<file path="config.mk">
export PLATFORM = sky130hd
export DESIGN_NAME = shift_deserializer_flat
export DESIGN_NICKNAME = d
export VERILOG_FILES = /design/src/rtl/shift_deserializer_if.sv /design/src/rtl/shift_deserializer.sv /design/src/flat_wrapper.sv
export SDC_FILE = /design/constraint.sdc
export NUM_CORES = 1
export LEC_CHECK = 0
export BUFFER_PORTS_ARGS = -buffer_cell sky130_fd_sc_hd__buf_2
export CAP_MARGIN = 30
export CORE_MARGIN = 2
export CORE_UTILIZATION = 61
export DETAILED_ROUTE_END_ITERATION = 8
export PLACE_DENSITY = 0.9
export SYNTH_ARGS = -nofsm -noshare
export SYNTH_HDL_FRONTEND = slang
export SYNTH_SLANG_ARGS = --single-unit
</file>
<file path="constraint.sdc">
create_clock -name clk -period 3.3 [get_ports clk]
set_input_delay 0.66 -clock clk [delete_from_list [all_inputs] [get_ports clk]]
set_output_delay 0.66 -clock clk [all_outputs]
set_load 0.005 [all_outputs]
</file>
<file path="src/rtl/shift_deserializer_if.sv">
// Bus bundle for shift_deserializer: serial input handshake, parallel output handshake, overrun flag.
// Signal suffixes are relative to the deserializer; it connects through the slave modport.
interface shift_deserializer_if #(
   parameter int TO = 100
);
   logic          data_i;
   logic          valid_i;
   logic          ready_o;
   logic [TO-1:0] data_o;
   logic          valid_o;
   logic          ready_i;
   logic          overrun_o;

   modport slave (
      input  data_i, valid_i, ready_i,
      output ready_o, data_o, valid_o, overrun_o
   );

   modport master (
      output data_i, valid_i, ready_i,
      input  ready_o, data_o, valid_o, overrun_o
   );
endinterface

</file>
<file path="src/rtl/shift_deserializer.sv">
// Serial-to-parallel converter: gathers TO bits MSB-first into one word and offers it
// on a valid/ready handshake; a bit presented while a word is held is dropped and flagged.
module shift_deserializer #(
   parameter int TO     = 100,
   parameter int LOG2TO = 8
) (
   input  logic                 clk,
   input  logic                 reset_n,
   shift_deserializer_if.slave  bus
);
   typedef enum logic {COLLECT = 1'b0, HOLD = 1'b1} state_t;

   localparam logic [LOG2TO-1:0] LAST_CNT = LOG2TO'(TO - 1);

   state_t            state_q, state_d;
   logic [TO-1:0]     shreg_q, shreg_d;
   logic [LOG2TO-1:0] cnt_q,   cnt_d;
   logic [TO-1:0]     data_q,  data_d;
   logic              ovr_q,   ovr_d;
   logic              ready_o;
   logic              valid_o;

   always_ff @(posedge clk or negedge reset_n) begin
      if (!reset_n) begin
         state_q <= COLLECT;
         shreg_q <= '0;
         cnt_q   <= '0;
         data_q  <= '0;
         ovr_q   <= 1'b0;
      end else begin
         state_q <= state_d;
         shreg_q <= shreg_d;
         cnt_q   <= cnt_d;
         data_q  <= data_d;
         ovr_q   <= ovr_d;
      end
   end

   always_comb begin
      state_d = state_q;
      shreg_d = shreg_q;
      cnt_d   = cnt_q;
      data_d  = data_q;
      ovr_d   = ovr_q;
      case (state_q)
         COLLECT: begin
            if (bus.valid_i) begin
               shreg_d = {shreg_q[TO-2:0], bus.data_i};
               if (cnt_q == LAST_CNT) begin
                  cnt_d   = '0;
                  data_d  = {shreg_q[TO-2:0], bus.data_i};
                  state_d = HOLD;
               end else begin
                  cnt_d = cnt_q + LOG2TO'(1);
               end
            end
         end
         HOLD: begin
            // ready_o is low here, so any offered bit is lost even if the word is leaving.
            if (bus.valid_i) ovr_d = 1'b1;
            if (bus.ready_i) state_d = COLLECT;
         end
         default: state_d = COLLECT;
      endcase
   end

   always_comb begin
      ready_o = (state_q == COLLECT);
      valid_o = (state_q == HOLD);
   end

   assign bus.ready_o   = ready_o;
   assign bus.valid_o   = valid_o;
   assign bus.data_o    = data_q;
   assign bus.overrun_o = ovr_q;
endmodule

</file>
<file path="src/flat_wrapper.sv">
// flat-port wrapper written by rule: the top's interface ports become plain ports
module shift_deserializer_flat 
#(
   parameter int TO     = 100,
   parameter int LOG2TO = 8
)
  (clk, reset_n, bus_data_i, bus_valid_i, bus_ready_i, bus_ready_o, bus_data_o, bus_valid_o, bus_overrun_o);
  shift_deserializer_if #(.TO(TO)) bus_i ();
  input  logic clk;
  input  logic reset_n;
  input wire logic [$bits(bus_i.data_i)-1:0] bus_data_i;
  input wire logic [$bits(bus_i.valid_i)-1:0] bus_valid_i;
  input wire logic [$bits(bus_i.ready_i)-1:0] bus_ready_i;
  output wire logic [$bits(bus_i.ready_o)-1:0] bus_ready_o;
  output wire logic [$bits(bus_i.data_o)-1:0] bus_data_o;
  output wire logic [$bits(bus_i.valid_o)-1:0] bus_valid_o;
  output wire logic [$bits(bus_i.overrun_o)-1:0] bus_overrun_o;
  assign bus_i.data_i = bus_data_i;
  assign bus_i.valid_i = bus_valid_i;
  assign bus_i.ready_i = bus_ready_i;
  assign bus_ready_o = bus_i.ready_o;
  assign bus_data_o = bus_i.data_o;
  assign bus_valid_o = bus_i.valid_o;
  assign bus_overrun_o = bus_i.overrun_o;
  shift_deserializer #(.TO(TO), .LOG2TO(LOG2TO)) u_core (.clk(clk), .reset_n(reset_n), .bus(bus_i));
endmodule
</file>
---- Yosys cells after proc, flatten, opt, wreduce, memory -nomap -nowiden ----
Cells that the tools add are included.
operators by class
  add/sub/neg operators ................... 1
  equal/unequal tests ..................... 1
  muxes and demuxes ....................... 5
  bitwise operators ....................... 1
  reductions and logical operators ........ 3
operators by type and width
  cell                                                                   number
  8-bit by 1-bit adder with 8-bit output, second input constant          1
  8-bit by 7-bit equality test with 1-bit output, second input constant  1
  8-bit two-way mux                                                      1
  2-bit AND reduction                                                    2
  1-bit two-way mux                                                      3
  3-bit AND reduction                                                    1
  1-bit one-hot mux with 2 select lines                                  1
  1-bit NOT                                                              1
word-level totals
  register bits after elaboration ......... 209
  input bits .............................. 5
  output and inout bits ................... 103
  logic and storage cells ................. 16

---- Logic depth before layout (Yosys ltp) ----
  word-level depth ........................ 4
  gate-level depth with buffers ........... 6

---- Worst setup path before layout ----
Ideal clock, no wire load.
  kind .................................... register -> register
  start ................................... reg u_core.cnt_q[2]
  end ..................................... reg u_core.data_q[15] (netlist: u_core.bus.data_o[15])
  setup time .............................. 0.127 ns
  arrival ................................. 1.684 ns
  required time ........................... 3.173 ns
  path slack .............................. 1.488 ns
  stages on the path, launching flop included .. 6
  period minus slack after synthesis ...... 1.812 ns
  cells stage by stage .................... dfrtp_1 or3_4 nor3_2 buf_4 buf_6 mux2_1
on the way
  cells in the longest elaborated chain, start to end .. 2
ends and longest elaborated chain
  item                                            RTL line                  RTL
  start: declaration                              shift_deserializer.sv:17  logic [LOG2TO-1:0] cnt_q, cnt_d;
  start signal: assignment                        shift_deserializer.sv:33  cnt_q <= cnt_d;
  8-bit by 7-bit equality test with 1-bit output  shift_deserializer.sv:49  if (cnt_q == LAST_CNT) begin
  3-bit AND reduction (no line)                   n/a
  end signal: assignment                          shift_deserializer.sv:34  data_q <= data_d;
  end: declaration                                shift_deserializer.sv:18  logic [TO-1:0] data_q, data_d;
Every way passes these cells.
A chain may end at the register's enable or synchronous reset.

---- Final worst setup path ----
  start ................................... reg u_core.cnt_q[0]
  end ..................................... reg u_core.data_q[71] (netlist: u_core.bus.data_o[71])
The elaborated chain is that of the path after synthesis.

==> flow_summary.toml <==
[run_status]
outcome = "finished clean"

[sta]
setup_tns_ns = 0
final.period_utilization_pct = 63.00
rsz0062_at_grt = "no"
hold_viol_final = 0
setup_viol = 0
period_needed_ns = 2.079
tightest_slew_ns = 0.8242
fmax_ghz = 0.4810
report.final.slew_viol_count = 0
relSlewSlack_pct = 45.05
skew_ns = 0.01511
hold_ws_ns = 0.2679

[clock_tree]
cts.sinks = 209
clk_latency_ns = 0.48
htree_levels = 1
cts_setup_buffers = 0
cts_resized = 0
ctsHoldBuffers = 0
clk_path_buf_depth = 3
cts-buffers-inserted = 20
root_buffer = "clkbuf_16"
cts_tree = "built"
clk_pin_slew_worst_paths_ns = 0.06

[worst_setup_path]
crit_required_ns = 3.65
path_cells = "ha_1, nand4b_1, nor3_4, buf_4, mux2_1"
cpLargestDelayFamily = "simple AND/OR/NAND/NOR gates"
end_kind = "flop"
setup.worst_path.start_class = "flop"
crit_buf_inv = 1
critical-path-max-stage-delay_ns = 0.43
critPathKind = "reg -> reg"
cp_max_fo = 33
worstPathArrival_ns = 2.43
cp_slowest_cell = "dfrtp_1"

[synth]
synth-main-ff-cell = "dfrtp_1"
synth_edf_count = 0
synth_top_area_share_pct = 66.24
synth.net_count = 683
ys_seq_area_share_pct = 66.24
async_reset_ff_share_pct = 100.0
ys_warn_count = 0
synthTopCellsByArea = "dfrtp_1, nand2_1, mux2_1, mux2_2, clkbuf_1"
syn_area_um2 = 7895
synth_cells = 677
ys_seq_elements = 209
syn_area_per_cell_um2 = 11.66
synth_cell_types = 30
synth_top_area_cell = "dfrtp_1"

[floorplanning]
start_util_pct = 62.56
core_um2 = 12620
dieWidth_um = 117.8
ioPinCount = 108
dieArea_um2 = 13870
fp.dieH_um = 117.8
rows = 41

[detailed_routing]
drtIter0Drc = 480
avgRoutedWirePerCell_um = 15.54
num_vias = 5126
ant_nets = 0
met1_length_um = 6276
wl_met3_um = 707
drt_wl_total_um = 15040
maxUsedRoutingLayer = "met4"
met2_wirelength_um = 7597
drc = 0
viasPerCell = 5.295
first_pass_iters = 4

[final_layout]
num_antenna_cells = 0
num-fill-cells = 857
final_area_um2 = 9291
drive_above_1_share_pct = 22.99
fin_nets = 788
fin_util_pct = 73.63
area_growth_pct = 17.69

[power]
powerDensity_nw_per_um2 = 570.0
power.static_leakage_nw = 5.401
power_frac_seq_pct = 52.0
vdd_drop_max_uv = 416.8
p_sw_w = 0.001180
comb_power_share_pct = 5.3
switching_share_pct = 22.28
p_total_w = 0.005296
power_frac_clock_pct = 42.7
internal-power_w = 0.004116

[place]
portBuffers = 107
placed_cell_area_um2 = 8602
hpwl_um = 9342
gp_congestion = 0.7760

[min_path]
holdCritPathClass = "in -> async"

[global_routing]
grt_max_degree = 108
grt_pass1_vias = 5141
globalRoute.totalOverflow = 0
grt_pass1_wl_um = 25160
grt_use_total_pct = 22.02
antenna_found_initial = 0

[flow_run]
drv_cap = 0
[path summary, 6_finish.rpt]
| kind | start | to | slack, ns | cells past startpoint |
|---|---|---|---|---|
| max in group asynchronous | reset_n | u_core.bus.data_o[39] | 2.21 | 2 |
| worst min register to register | u_core.bus.overrun_o | u_core.bus.overrun_o | 0.47 | 1 |
| worst max-delay path | u_core.cnt_q[0] | u_core.bus.data_o[71] | 1.22 | 5 |
| worst min-delay path | reset_n | u_core.bus.data_o[69] | 0.27 | 1 |
| min in group clk | bus_ready_i | u_core.bus.valid_o | 0.35 | 2 |
| worst max register to register | u_core.cnt_q[0] | u_core.bus.data_o[71] | 1.22 | 5 |
[flip-flops by register name (all words and copies together), names as in the netlist]
signal and flops:
u_core.shreg_q 99, u_core.bus.data_o 100, u_core.cnt_q 8, u_core.bus.overrun_o 1, u_core.bus.valid_o 1
[placed cells by master, fill, tap and decap left out, types with 4 or more instances in the layout]
master / Yosys / final
nand2_1: 302 / 302
mux2_1: 67 / 67
buf_4: 1 / 4
clkbuf_8: 0 / 6
mux2_2: 33 / 33
clkbuf_1: 22 / 6
dfrtp_1: 209 / 209
clkbuf_16: 0 / 21
o21ai_0: 6 / 6
buf_12: 0 / 4
buf_2: 3 / 106
[layout make-up]
| class | count | area [um2] | area share, % |
|---|---|---|---|
| Timing Repair Buffer | 116 | 681.9 | 7.339 |
| Tap cell | 172 | 215.2 | 2.316 |
| Clock buffer | 32 | 616.8 | 6.639 |
| Clock inverter | 4 | 45.04 | 0.4848 |
| Multi-Input combinational cell | 432 | 2491 | 26.81 |
| Sequential cell | 209 | 5230 | 56.29 |
| Inverter | 3 | 11.26 | 0.1212 |
[cell usage after synthesis, types with 2 or more instances]
master    instances
mux2_2           33
dfrtp_1         209
clkbuf_1         22
xnor2_1           2
nand4b_1          2
inv_1             3
nand3_1           2
nand2_1         302
nand2b_1          2
mux2_1           67
buf_6             7
o21ai_0           6
buf_2             3
[per-stage QoR]
| step | cells | setup slack [ns] |
|---|---|---|
| 2_1_floorplan | 677 | 1.488 |
| 3_3_place_gp | 931 | 1.261 |
| 3_5_place_dp | 931 | 1.199 |
| 4_1_cts | 967 | 1.253 |
| 5_1_grt | 968 | 1.074 |
| 6_report | 968 | 1.221 |
[worst register-to-register path, delay by kind of cell, from the launching register on]
family                   cells  cell delay, ns
multiplexers                 1            0.41
adder cells (fa/ha/maj)      1            0.23
buffers and inverters        1            0.42
AND/OR/NAND/NOR              2            0.47
flip-flops                   1            0.43
[per-layer routing]
metal | GRT usage, % | up-vias
met3 | 3.924 | 39
met4 | 8.133 | 0
met2 | 35.83 | 126
li1 | - | 2379
met1 | 30.13 | 2582
met5 | 0 | -
[cells by family after synthesis]
group | Yosys count | synth area share, %
buf+inv | 36 | 2.472
xor+xnor | 3 | 0.3329
compound gates | 10 | 0.7449
simple gates | 318 | 15.78
flops | 209 | 66.24
fa+ha+maj | 1 | 0.1585
mux | 100 | 14.26
[power groups by stage]
stage | logic (W) | registers, W | clock network (W)
final | 0.000282 | 0.00275 | 0.00226
after global routing | 0.000326 | 0.00276 | 0.00242
after floorplan | 0.000164 | 0.00277 | 0
after detailed placement | 0.000278 | 0.00280 | 0
after global placement | 0.000260 | 0.00279 | 0
after CTS | 0.000281 | 0.00275 | 0.00230
Note: power is estimated with default switching activity, not from simulation.
